==> src/rtl/pool_window_buffer.sv <==
// ---------------------------------------------------------------------------
// pool_window_buffer
//
// Purpose: turns a raster-order feature-map pixel stream into non-overlapping
// 2x2 windows with stride 2 for a downstream pooling stage. Even rows are kept
// in a one-row line buffer. On odd rows the even-column pixel is held and the
// window is completed by the odd-column pixel. The module has a single output
// slot. Pixel bits are passed through without change.
//
// Optional feature: define POOL_AVG_OUT_EN to add the pool_avg output. It is
// the registered average of the four window pixels.
//
// Ports:
//   clk        - sole clock, rising edge
//   rst        - asynchronous active-high reset
//   in_pixel   - raster-order input pixel (signed Q5.11)
//   in_valid   - in_pixel valid
//   in_ready   - block accepts in_pixel this cycle
//   win_00..11 - 2x2 window, [row][col]
//   win_valid  - window outputs valid
//   win_ready  - downstream accepts window
//   win_last   - high with the final window of a frame
//   pool_avg   - (POOL_AVG_OUT_EN only) floor(sum/4) of the window
// ---------------------------------------------------------------------------
module pool_window_buffer #(
    parameter int DATA_W = 16,
    parameter int IMG_W  = 28,
    parameter int IMG_H  = 28
) (
    input  logic                     clk,
    input  logic                     rst,
    input  logic signed [DATA_W-1:0] in_pixel,
    input  logic                     in_valid,
    output logic                     in_ready,
    output logic signed [DATA_W-1:0] win_00,
    output logic signed [DATA_W-1:0] win_01,
    output logic signed [DATA_W-1:0] win_10,
    output logic signed [DATA_W-1:0] win_11,
    output logic                     win_valid,
    input  logic                     win_ready,
    output logic                     win_last
`ifdef POOL_AVG_OUT_EN
    ,
    output logic signed [DATA_W-1:0] pool_avg
`endif
);

    localparam int COL_W = (IMG_W > 1) ? $clog2(IMG_W) : 1;
    localparam int ROW_W = (IMG_H > 1) ? $clog2(IMG_H) : 1;

    logic [COL_W-1:0]  col_q, col_d;
    logic [ROW_W-1:0]  row_q, row_d;
    logic [DATA_W-1:0] hold_q, hold_d;
    logic [DATA_W-1:0] w00_q, w00_d, w01_q, w01_d, w10_q, w10_d, w11_q, w11_d;
    logic              win_valid_q, win_valid_d;
    logic              win_last_q, win_last_d;
    logic [DATA_W-1:0] linebuf_q [IMG_W];

    logic              accept;
    logic              load;
    logic              col_last;
    logic              row_last;
    logic [COL_W-1:0]  left_col;
    logic [DATA_W-1:0] top_left;
    logic [DATA_W-1:0] top_right;

    assign in_ready = !win_valid_q || win_ready;
    assign accept   = in_valid && in_ready;
    assign col_last = (col_q == COL_W'(IMG_W - 1));
    assign row_last = (row_q == ROW_W'(IMG_H - 1));
    // A window completes on an odd row at an odd column.
    assign load     = accept && row_q[0] && col_q[0];
    // The column is odd at load time, so clearing bit 0 gives col-1.
    assign left_col  = col_q ^ COL_W'(1);
    assign top_left  = linebuf_q[left_col];
    assign top_right = linebuf_q[col_q];

    always_comb begin
        col_d       = col_q;
        row_d       = row_q;
        hold_d      = hold_q;
        w00_d       = w00_q;
        w01_d       = w01_q;
        w10_d       = w10_q;
        w11_d       = w11_q;
        win_valid_d = win_valid_q;
        win_last_d  = win_last_q;

        if (accept) begin
            if (col_last) begin
                col_d = '0;
                row_d = row_last ? '0 : row_q + ROW_W'(1);
            end else begin
                col_d = col_q + COL_W'(1);
            end
            if (!col_q[0]) begin
                hold_d = in_pixel;
            end
        end

        // A load takes priority over clearing. A transfer and a load in the
        // same cycle therefore leave win_valid set with the new window.
        if (load) begin
            w00_d       = top_left;
            w01_d       = top_right;
            w10_d       = hold_q;
            w11_d       = in_pixel;
            win_valid_d = 1'b1;
            win_last_d  = row_last && col_last;
        end else if (win_valid_q && win_ready) begin
            win_valid_d = 1'b0;
            win_last_d  = 1'b0;
        end
    end

    always_ff @(posedge clk or posedge rst) begin
        if (rst) begin
            col_q       <= '0;
            row_q       <= '0;
            hold_q      <= '0;
            w00_q       <= '0;
            w01_q       <= '0;
            w10_q       <= '0;
            w11_q       <= '0;
            win_valid_q <= 1'b0;
            win_last_q  <= 1'b0;
        end else begin
            col_q       <= col_d;
            row_q       <= row_d;
            hold_q      <= hold_d;
            w00_q       <= w00_d;
            w01_q       <= w01_d;
            w10_q       <= w10_d;
            w11_q       <= w11_d;
            win_valid_q <= win_valid_d;
            win_last_q  <= win_last_d;
        end
    end

    // The line buffer has no reset. Each entry is rewritten on an even row
    // before it is read on the following odd row.
    always_ff @(posedge clk) begin
        if (accept && !row_q[0]) begin
            linebuf_q[col_q] <= in_pixel;
        end
    end

    assign win_00    = w00_q;
    assign win_01    = w01_q;
    assign win_10    = w10_q;
    assign win_11    = w11_q;
    assign win_valid = win_valid_q;
    assign win_last  = win_last_q;

`ifdef POOL_AVG_OUT_EN
    logic [DATA_W-1:0] avg_q, avg_d;
    logic [DATA_W+1:0] sum;

    assign sum = {{2{top_left[DATA_W-1]}},  top_left}
               + {{2{top_right[DATA_W-1]}}, top_right}
               + {{2{hold_q[DATA_W-1]}},    hold_q}
               + {{2{in_pixel[DATA_W-1]}},  in_pixel};

    // An arithmetic shift right by 2, truncated to DATA_W, is sum[DATA_W+1:2].
    always_comb begin
        avg_d = avg_q;
        if (load) begin
            avg_d = sum[DATA_W+1:2];
        end
    end

    always_ff @(posedge clk or posedge rst) begin
        if (rst) begin
            avg_q <= '0;
        end else begin
            avg_q <= avg_d;
        end
    end

    assign pool_avg = avg_q;
`endif

endmodule

==> config.mk <==
export PLATFORM = sky130hd
export DESIGN_NAME = pool_window_buffer
export DESIGN_NICKNAME = d
export VERILOG_FILES = /design/src/rtl/pool_window_buffer.sv
export SDC_FILE = /design/constraint.sdc
export NUM_CORES = 1
export LEC_CHECK = 0
export CAP_MARGIN = 20
export CORE_ASPECT_RATIO = 0.8
export CORE_MARGIN = 2
export CORE_UTILIZATION = 55
export CTS_BUF_LIST = sky130_fd_sc_hd__clkbuf_4
export CTS_CLUSTER_SIZE = 10
export DETAILED_ROUTE_END_ITERATION = 10
export PLACE_DENSITY = 0.7
export REMOVE_ABC_BUFFERS = 1
export SLEW_MARGIN = 30
export SYNTH_ARGS = -nofsm -noshare
export SYNTH_HDL_FRONTEND = slang
export SYNTH_SLANG_ARGS = --single-unit
==> constraint.sdc <==
create_clock -name clk -period 4.1 [get_ports clk]
set_clock_uncertainty 0.2 [all_clocks]
set_input_delay 0.41 -clock clk [delete_from_list [all_inputs] [get_ports clk]]
set_output_delay 0.41 -clock clk [all_outputs]
set_load 0.1 [all_outputs]
== Yosys cells after proc, flatten, opt, wreduce, memory -nomap -nowiden ==
Memory sizes are Yosys's and may differ from the RTL's. A register that Yosys moved wholly into a read port is not among the register bits.
Index checks and enable logic that the tools add are counted.

* Equal/unequal tests: 2
* Shifts and indexed selects: 0
* Order comparisons: 0
* Div/mod/pow operators: 0
* Multipliers: 0
* Muxes and demuxes: 7
* Reductions and logical operators: 12
* Bitwise gates (word level): 1
* $add $sub $neg: 2

{| class="wikitable"
|+ Operators with widths
! kind !! number
|-
| $add 5x1->5 const B || 2
|-
| $eq 5x5->1 const B || 2
|-
| $mux 5 || 2
|-
| $logic_and 1x1->1 || 6
|-
| $mux 1 || 5
|-
| $reduce_and 2->1 || 2
|-
| $logic_not 1->1 || 2
|-
| $reduce_bool 2->1 || 1
|-
| $logic_or 1x1->1 || 1
|-
| $not 1->1 || 1
|}

* Latch bits: 0
* ROM bits: 0
* Flip-flop bits (word level): 60
* Memory bits (writable): 448
* Memories: 1
* Output and inout port bits: 67
* Word-level logic and storage cells: 32
* Input bits: 20

{| class="wikitable"
|+ Memory list
! memory !! words !! bits a word !! rd ports !! clocked after memory_dff !! write ports !! line !! text
|-
| linebuf_q || 28 || 16 || 2 || 2 || 1 || 57 || <nowiki>logic [DATA_W-1:0] linebuf_q [IMG_W];</nowiki>
|}

== Depth between registers and ports, before layout ==
Gate-level depths: netlist of the first run.

* Depth in word-level cells: 6
* Gate-level depth with buffers: 9
* Gate-level depth less buffers: 5

== Worst setup path after synthesis of the first run ==
No wires, ideal clock.

* Path type: register to register
* Start point: register win_valid_q, in the netlist win_valid
* End point: memory linebuf_q[27][0], enable pin
* Data arrival time: 3.281 ns
* Clock period less this slack: 3.870 ns
* Library setup time: 0.389 ns
* Data required time: 3.511 ns
* Path slack: 0.230 ns
* Cell stages (with the launch flop): 6
* Buffers on the path: 1
* Cells stage by stage: dfrtp_1 nor2b_1 inv_1 clkbuf_1 nand3_1 nor2_1

* Cells in the longest elaborated chain, start to end: 6

{| class="wikitable"
|+ Ends and longest elaborated chain
! element !! line !! text
|-
| start, declared || 55 || <nowiki>logic win_valid_q, win_valid_d;</nowiki>
|-
| start signal, assigned || 135 || <nowiki>win_valid_q <= win_valid_d;</nowiki>
|-
| $logic_not 1->1 || 67 || <nowiki>assign in_ready = !win_valid_q || win_ready;</nowiki>
|-
| $logic_or 1x1->1 || 67 ||
|-
| net in_ready || 34 || <nowiki>output logic in_ready,</nowiki>
|-
| $logic_and 1x1->1 || 68 || <nowiki>assign accept = in_valid && in_ready;</nowiki>
|-
| $logic_and 1x1->1 || 143 || <nowiki>if (accept && !row_q[0]) begin</nowiki>
|-
| $mux 1 || 143 ||
|-
| $mux 1 (implied by the code) || 144 || <nowiki>linebuf_q[col_q] <= in_pixel;</nowiki>
|-
| end, declared || 57 ||
|}

The timed path passes the listed nets, and every way through them passes these cells.

== Worst setup path after layout of the first run ==
* Start point: register col_q[0]
* End point: memory linebuf_q[9][11], enable pin

{| class="wikitable"
|+ RTL lines
! element !! line !! text
|-
| start, declared || 51 || <nowiki>logic [COL_W-1:0] col_q, col_d;</nowiki>
|-
| start signal, assigned || 128 || <nowiki>col_q <= col_d;</nowiki>
|}

Straight into the memory's write port.

==> run summary, run 1 <==
final instance area: 26970 um^2
net switching power: 8.333 mW
drc violations: 0
Post-Synthesis Cells: 1389
register bit total from synthesis: 540
CTS tree: done
cell mode on critical path: buf_4
CP max-delay cell: dfrtp_4
clk root buf: clkbuf_4
P_int: 12.06 mW
crit path DAT: 3.42 ns
startpoint types: register
fin nets: 1666
Crit. End Element: register
Clock Latency Late Sink: 0.86 ns
slowest stage delay, CP: 0.66 ns
Final Setup Violations: 0
DRT iter0 DRCs: 1901
VDD IR max: 0.4597 mV
max_slew headroom: 0.3334
sequential share of power: 0.351
Seq/Total Area, Yosys: 0.6823
gp weighted congestion: 0.8749
Fin Setup TNS: 0 ns
clock share of power: 0.230
Placed Area: 25020 um^2
initial antenna violation count: 1
switching portion of total power: 0.4086
final hold violation count: 0
layout cells sized above 1: 0.3033
Post-synth top cells: 448 x edfxtp_1, 159 x nand2_1, 128 x mux2i_1, 104 x mux4_2, 92 x dfrtp_1
Ports: 87
clock buffer depth: 3
largest area contributor in the netlist: edfxtp_1
CP top delay family: buffers and inverters
largest net degree at the start of global routing: 52
fmax: 322.0 MHz
most instantiated library cell after synthesis: edfxtp_1
crit share post-route: 0.7574
area of the multi-input gates: 6899 um^2
cts repair resizes: 0
grt total ovfl: 0
Yosys cell types: 62
ys async rst share: 0.1704
Rows: 67
status: finished, final reports clean
critical path class: register to register
number of synthesized flops with an enable pin: 448
Hold Path Class: primary input to register
crit path max fanout: 51
Primary FF master, synth: edfxtp_1
Num CTS Buffers: 135
Yosys warning total: 0
area share of the largest cell type after synthesis: 0.5826
RSZ-0062 raised after global routing: no
total power: 20.39 mW
critical-path cell list: buf_12 > buf_4 > ha_1 > nand2_1 > nor2_2 > buf_4
sequential cell area: 15760 um^2
GRT Total Usage: 0.3076
worst slew pin tran: 0.9968 ns
Layout area overhead: 16.79%
Lkg Pwr: 9.745 nW
drt total wl: 65160 um
antenna viol nets, final: 0
Max Cap Viol: 0
critical path required time: 4.41 ns
Power Dens Cells: 756.2 nW/um^2
H-Tree Depth: 4
clock period minus worst slack: 3.105 ns
Post-DP HPWL: 40710 um
Via Count: 14649
CTS Sinks: 540
vias in the first global route: 14582
TritonRoute pass-1 iters: 6
first-pass GRT wire length: 95700 um
die width: 233.1 um
area of the core: 41660 um^2
Fill cells: 2936
IO Port Bufs: 86
Final Max Slew Viols: 0
starting density of the core: 0.5542
combinational share of power: 0.419
Die H: 187.3 um
setup bufs post-CTS: 0
top cells by area, synth: edfxtp_1 58%, mux4_2 10%, dfrtp_1 10%, mux2i_1 5.5%, nand2_1 2.6%
crit path buf inv count: 3
Reg clk slew, reported paths: 0.06 ns
Final Core Density: 0.6473
die area: 43650 um^2
average routed wire per standard cell: 28.28 um
cell area after synthesis: 23090 um^2
Via density: 6.358
Mean Syn Cell Area: 16.62 um^2
==> through the flow <==
stage / worst slack [ns] / std cells / hold slack [ns]
3_5_place_dp: 0.6856 / 2037 / 0.2491
6_report: 0.9947 / 2304 / 0.2437
3_3_place_gp: 0.7784 / 2037 / 0.2447
2_1_floorplan: -5.232 / 1301 / 0.2331
4_1_cts: 0.9403 / 2295 / 0.1650
5_1_grt: 0.8641 / 2304 / 0.2230
==> cells in the final DEF, fill, tap and decap left out, drive strengths merged, types with 6 or more instances in the layout <==
cell type and n:
ha 6, o2111ai 8, o221ai 9, clkinv 29, mux2 45, nor2 69
inv 12, and2 8, mux4 104, clkbuf 210, buf 115, nand3 10
a22oi 12, a221oi 7, a2111oi 8, mux2i 128, o32a 9, nand2 159
o21ai 21, nand2b 7, o22ai 23, dfrtp 92, clkdlybuf4s50 69, edfxtp 448
a22o 9, nor3 15, nor2b 6, a31oi 15, a21oi 17, dlygate4sd3 18
==> final cells by class <==
cell class / instances / area share
sequential: 540 / 0.5846
multi-input combinational: 755 / 0.2558
timing repair buffer: 202 / 0.06607
clock buffer: 210 / 0.05846
tap: 552 / 0.02561
clock inverter: 38 / 0.008444
inverter: 6 / 0.0009279
antenna: 1 / 0.00009279
==> metal layers <==
| layer | vias up | routed length, um | GRT usage |
|---|---|---|---|
| li1 | 6114 | - | - |
| met1 | 7438 | 25720 | 0.4412 |
| met2 | 950 | 29310 | 0.4494 |
| met3 | 147 | 7847 | 0.09146 |
| met4 | 0 | 2291 | 0.1139 |
| met5 | - | 0 | 0 |
==> sequential cells by signal, indices dropped and copies added (netlist names) <==
signal	count
row_q	5
hold_q	16
col_q	5
linebuf_q	448
win_10	16
win_00	16
win_valid	1
win_last	1
win_01	16
win_11	16
==> power by group through the flow <==
stage / sequential (mW) / combinational [mW] / clock [mW]
CTS: 7.16 / 8.47 / 4.77
finish: 7.16 / 8.55 / 4.69
global placement: 7.26 / 8.33 / 0
global route: 7.22 / 8.87 / 5.07
detailed placement: 7.27 / 8.43 / 0
floorplan: 9.63 / 3.42 / 0
==> worst min-delay path: stages <==
cell	delay [ns]
clkdlybuf4s50_1	0.49
inv_1	0.13
nor3_1	0.10
nand2_1	0.07
nand2_1	0.04
==> cell families after synthesis <==
group | count (synthesis) | synth area share
fa+ha+maj | 6 | 0.003251
buf+inv | 94 | 0.02395
simple gates | 305 | 0.05809
mux | 277 | 0.1790
flops | 540 | 0.6823
compound gates | 167 | 0.05337
==> timing repair <==
item                       in CTS  in global routing
hold buffers                   10                  8
hold endpoints to repair      286                238
setup endpoints to repair       0                  0
==> worst paths after layout <==
kind	slack (ns)	endpoint	start	cells after the start
max in group asynchronous	2.44	win_00[4]	rst	4
min in group asynchronous	0.40	win_00[3]	rst	3
worst min register to register	0.26	win_10[15]	hold_q[15]	2
worst min-delay path	0.24	row_q[1]	in_valid	5
worst max-delay path	0.99	linebuf_q[9][11]	col_q[0]	6
worst max register to register	0.99	linebuf_q[9][11]	col_q[0]	6
Power figures use the tool's default switching activity.
==> inputs of run 2 (changes only) <==
--- a/config.mk
+++ b/config.mk
@@ -12,7 +12,7 @@
 export CTS_BUF_LIST = sky130_fd_sc_hd__clkbuf_4
 export CTS_CLUSTER_SIZE = 10
 export DETAILED_ROUTE_END_ITERATION = 10
-export PLACE_DENSITY = 0.7
+export PLACE_DENSITY = 0.73
 export REMOVE_ABC_BUFFERS = 1
 export SLEW_MARGIN = 30
 export SYNTH_ARGS = -nofsm -noshare
==> constraint.sdc (replaced) <==
create_clock -name clk -period 2.85 [get_ports clk]
set_clock_uncertainty 0.2 [all_clocks]
set_input_delay 0.285 -clock clk [delete_from_list [all_inputs] [get_ports clk]]
set_output_delay 0.285 -clock clk [all_outputs]
set_load 0.1 [all_outputs]
==> run 2 against run 1 <==
  * Maximum frequency rose by 16%
  * Register-to-register slack got worse by 0.81 ns
  * Global-route usage fell by 1.2 points
  * Sequential power rose by 41%
  * Wire length fell by 3.7%
  * Via count barely moved
  * Flip-flop and latch count did not move
  * Die area did not move
  * First-iteration DRC count fell by 8.9%
  * Setup slack got worse by 0.81 ns
  * Critical path type unchanged
  * Critical endpoint is now win_01[6]
==> run summary, run 2 (same netlist as run 1, synthesis figures left out) <==
status: finished, final reports clean
Fin Setup TNS: 0 ns (unchanged)
Critical Path Source: col_q[0]
total power: 29.38 mW (+44%)
RSZ-0062 raised after global routing: no
capture point of the worst reg-to-reg path: win_01[6]
fin nets: 1704 (+2.3%)
clock buffer depth: 3 (unchanged)
area of the core: 41660 um^2 (unchanged)
Top reg by flops: linebuf_q
CTS tree: done
initial antenna violation count: 1 (unchanged)
clk root buf: clkbuf_4
crit share post-route: 0.9366 (+0.1792)
startpoint types: register
critical path required time: 3.39 ns (-1.02 ns)
Final Hold Slack: 0.05033 ns (-0.1934 ns)
Hold Path Class: primary input to register
vias in the first global route: 14494 (-0.60%)
VDD IR max: 0.9401 mV (+100%)
grt total ovfl: 0 (unchanged)
post-route worst setup slack: 0.1808 ns (-0.8139 ns)
Power Dens Cells: 1076 nW/um^2 (+42%)
drc violations: 0 (unchanged)
Place WS: 0.1887 ns (-0.4969 ns)
CP top delay family: simple AND/OR/NAND/NOR gates
crit path max fanout: 19 (-63%)
Die H: 187.3 um (unchanged)
largest net degree at the start of global routing: 93 (+79%)
Rows: 67 (unchanged)
first-pass GRT wire length: 92170 um (-3.7%)
Post-DP HPWL: 40090 um (-1.5%)
DRT iter0 DRCs: 1731 (-8.9%)
Via density: 6.261 (-1.5%)
final hold violation count: 0 (unchanged)
Num CTS Buffers: 134 (-0.74%)
commonest non-fill, non-tap cell in the layout: edfxtp_1
H-Tree Depth: 4 (unchanged)
gp weighted congestion: 0.8752 (about the same)
crit path DAT: 3.21 ns (-0.21 ns)
critical-path cell list: and2_1 > nand3_2 > buf_4 > a2111oi_0 > a21oi_1
Worst Hold Path Cells: 5 (unchanged)
Layout area overhead: 18.23%
crit path buf inv count: 1 (-2)
average routed wire per standard cell: 26.83 um (-5.1%)
Crit. End Element: register
GRT Total Usage: 0.2955 (-0.01207)
starting density of the core: 0.5542 (unchanged)
commonest cells after routing, fill and taps aside: 448 x edfxtp_1, 208 x clkbuf_4, 188 x buf_4
worst slew pin tran: 1.014 ns (+0.01703 ns)
fmax: 374.6 MHz (+16%)
TritonRoute pass-1 iters: 5 (-1)
layout cells sized above 1: 0.3509 (+0.04764)
Reg2Reg Depth: 5 (-1)
Final Max Slew Viols: 0 (unchanged)
antenna viol nets, final: 0 (unchanged)
r2r setup slk: 0.18 ns (-0.81 ns)
slowest stage delay, CP: 0.65 ns (about the same)
Clock Latency Late Sink: 0.87 ns (about the same)
CTS Sinks: 540 (unchanged)
IO Port Bufs: 86 (unchanged)
Hold Path End: row_q[0]
clock period minus worst slack: 2.669 ns (-0.4361 ns)
die width: 233.1 um (unchanged)
Reg clk slew, reported paths: 0.08 ns (+0.02 ns)
Lkg Pwr: 10.05 nW (+3.1%)
drt total wl: 62720 um (-3.7%)
Final Setup Violations: 0 (unchanged)
Largest register FFs: 448 (unchanged)
hold_sp: in_valid
reg2reg start: col_q[0]
Ports: 87 (unchanged)
die area: 43650 um^2 (unchanged)
CP max-delay cell: dfrtp_4
Max Cap Viol: 0 (unchanged)
setup bufs post-CTS: 0 (unchanged)
Via Count: 14638 (-0.075%)
max_slew headroom: 0.3220 (-0.01139)
cts repair resizes: 0 (unchanged)
critical path class: register to register
-- run 2: cell count changes in the layout (fill, tap and decap cells not counted), moves of 2 or more --
cell / change
buf_4: +96
clkdlybuf4s50_1: -56
buf_12: +15
buf_2: -11
dlygate4sd3_1: -6
clkbuf_4: -2
clkinv_1: -2
clkinv_2: -2
-- run 2: area by class of cell --
type                            count  area [um^2]
Sequential cell                   540        15760
Inverter                            6        25.02
Clock buffer                      208         1562
Fill cell                        2910        14360
Tap cell                          552        690.7
Clock inverter                     34        236.5
Antenna cell                        2        5.005
Multi-Input combinational cell    755         6885
Timing Repair Buffer              241         2132
-- run 2: power breakdown --
| part | internal (mW) | switching, mW | leakage [nW] | total [mW] |
|---|---|---|---|---|
| Combinational | 4.41 | 8.05 | 3.84 | 12.5 |
| Sequential | 9.45 | 0.664 | 5.13 | 10.1 |
| Clock | 3.68 | 3.11 | 1.08 | 6.79 |
-- run 2: worst min-delay path, stage by stage --
cell and delay (ns):
clkdlybuf4s50_1 0.45, inv_1 0.11, nor3_1 0.10, nand2_1 0.06, o21ai_0 0.06
-- run 2: worst max-delay path by stage --
| stage | end | slack, ns | cells past startpoint |
|---|---|---|---|
| detailed placement | win_01[6] | 0.19 | 7 |
| floorplan | linebuf_q[26][0] | -6.48 | 3 |
| finish | win_01[6] | 0.18 | 5 |
| global placement | win_01[6] | 0.20 | 7 |
| CTS | win_01[6] | 0.21 | 5 |
| global route | win_00[15] | 0.12 | 7 |
-- run 2: repair_timing --
item	4_1_cts	5_1_grt
endpoints found under the hold margin	130	180
endpoints found under the setup margin	0	0
hold buffers	6	6
-- run 2: per-layer routing --
metal  vias up  share of wire  track usage
met2       910           0.45       0.4259
met3       146           0.12      0.09284
met5         -              0            0
li1       6202              -            -
met1      7380           0.39       0.4199
met4         0          0.038       0.1240
-- run 2: metrics by stage --
stage	util	cell area (um^2)	instances
after floorplan	-	22560	1301
after global placement	0.6098	25410	2082
after detailed placement	0.6098	25410	2082
after CTS	0.6544	27260	2330
after global routing	0.6552	27300	2338
final	0.6552	27300	2338
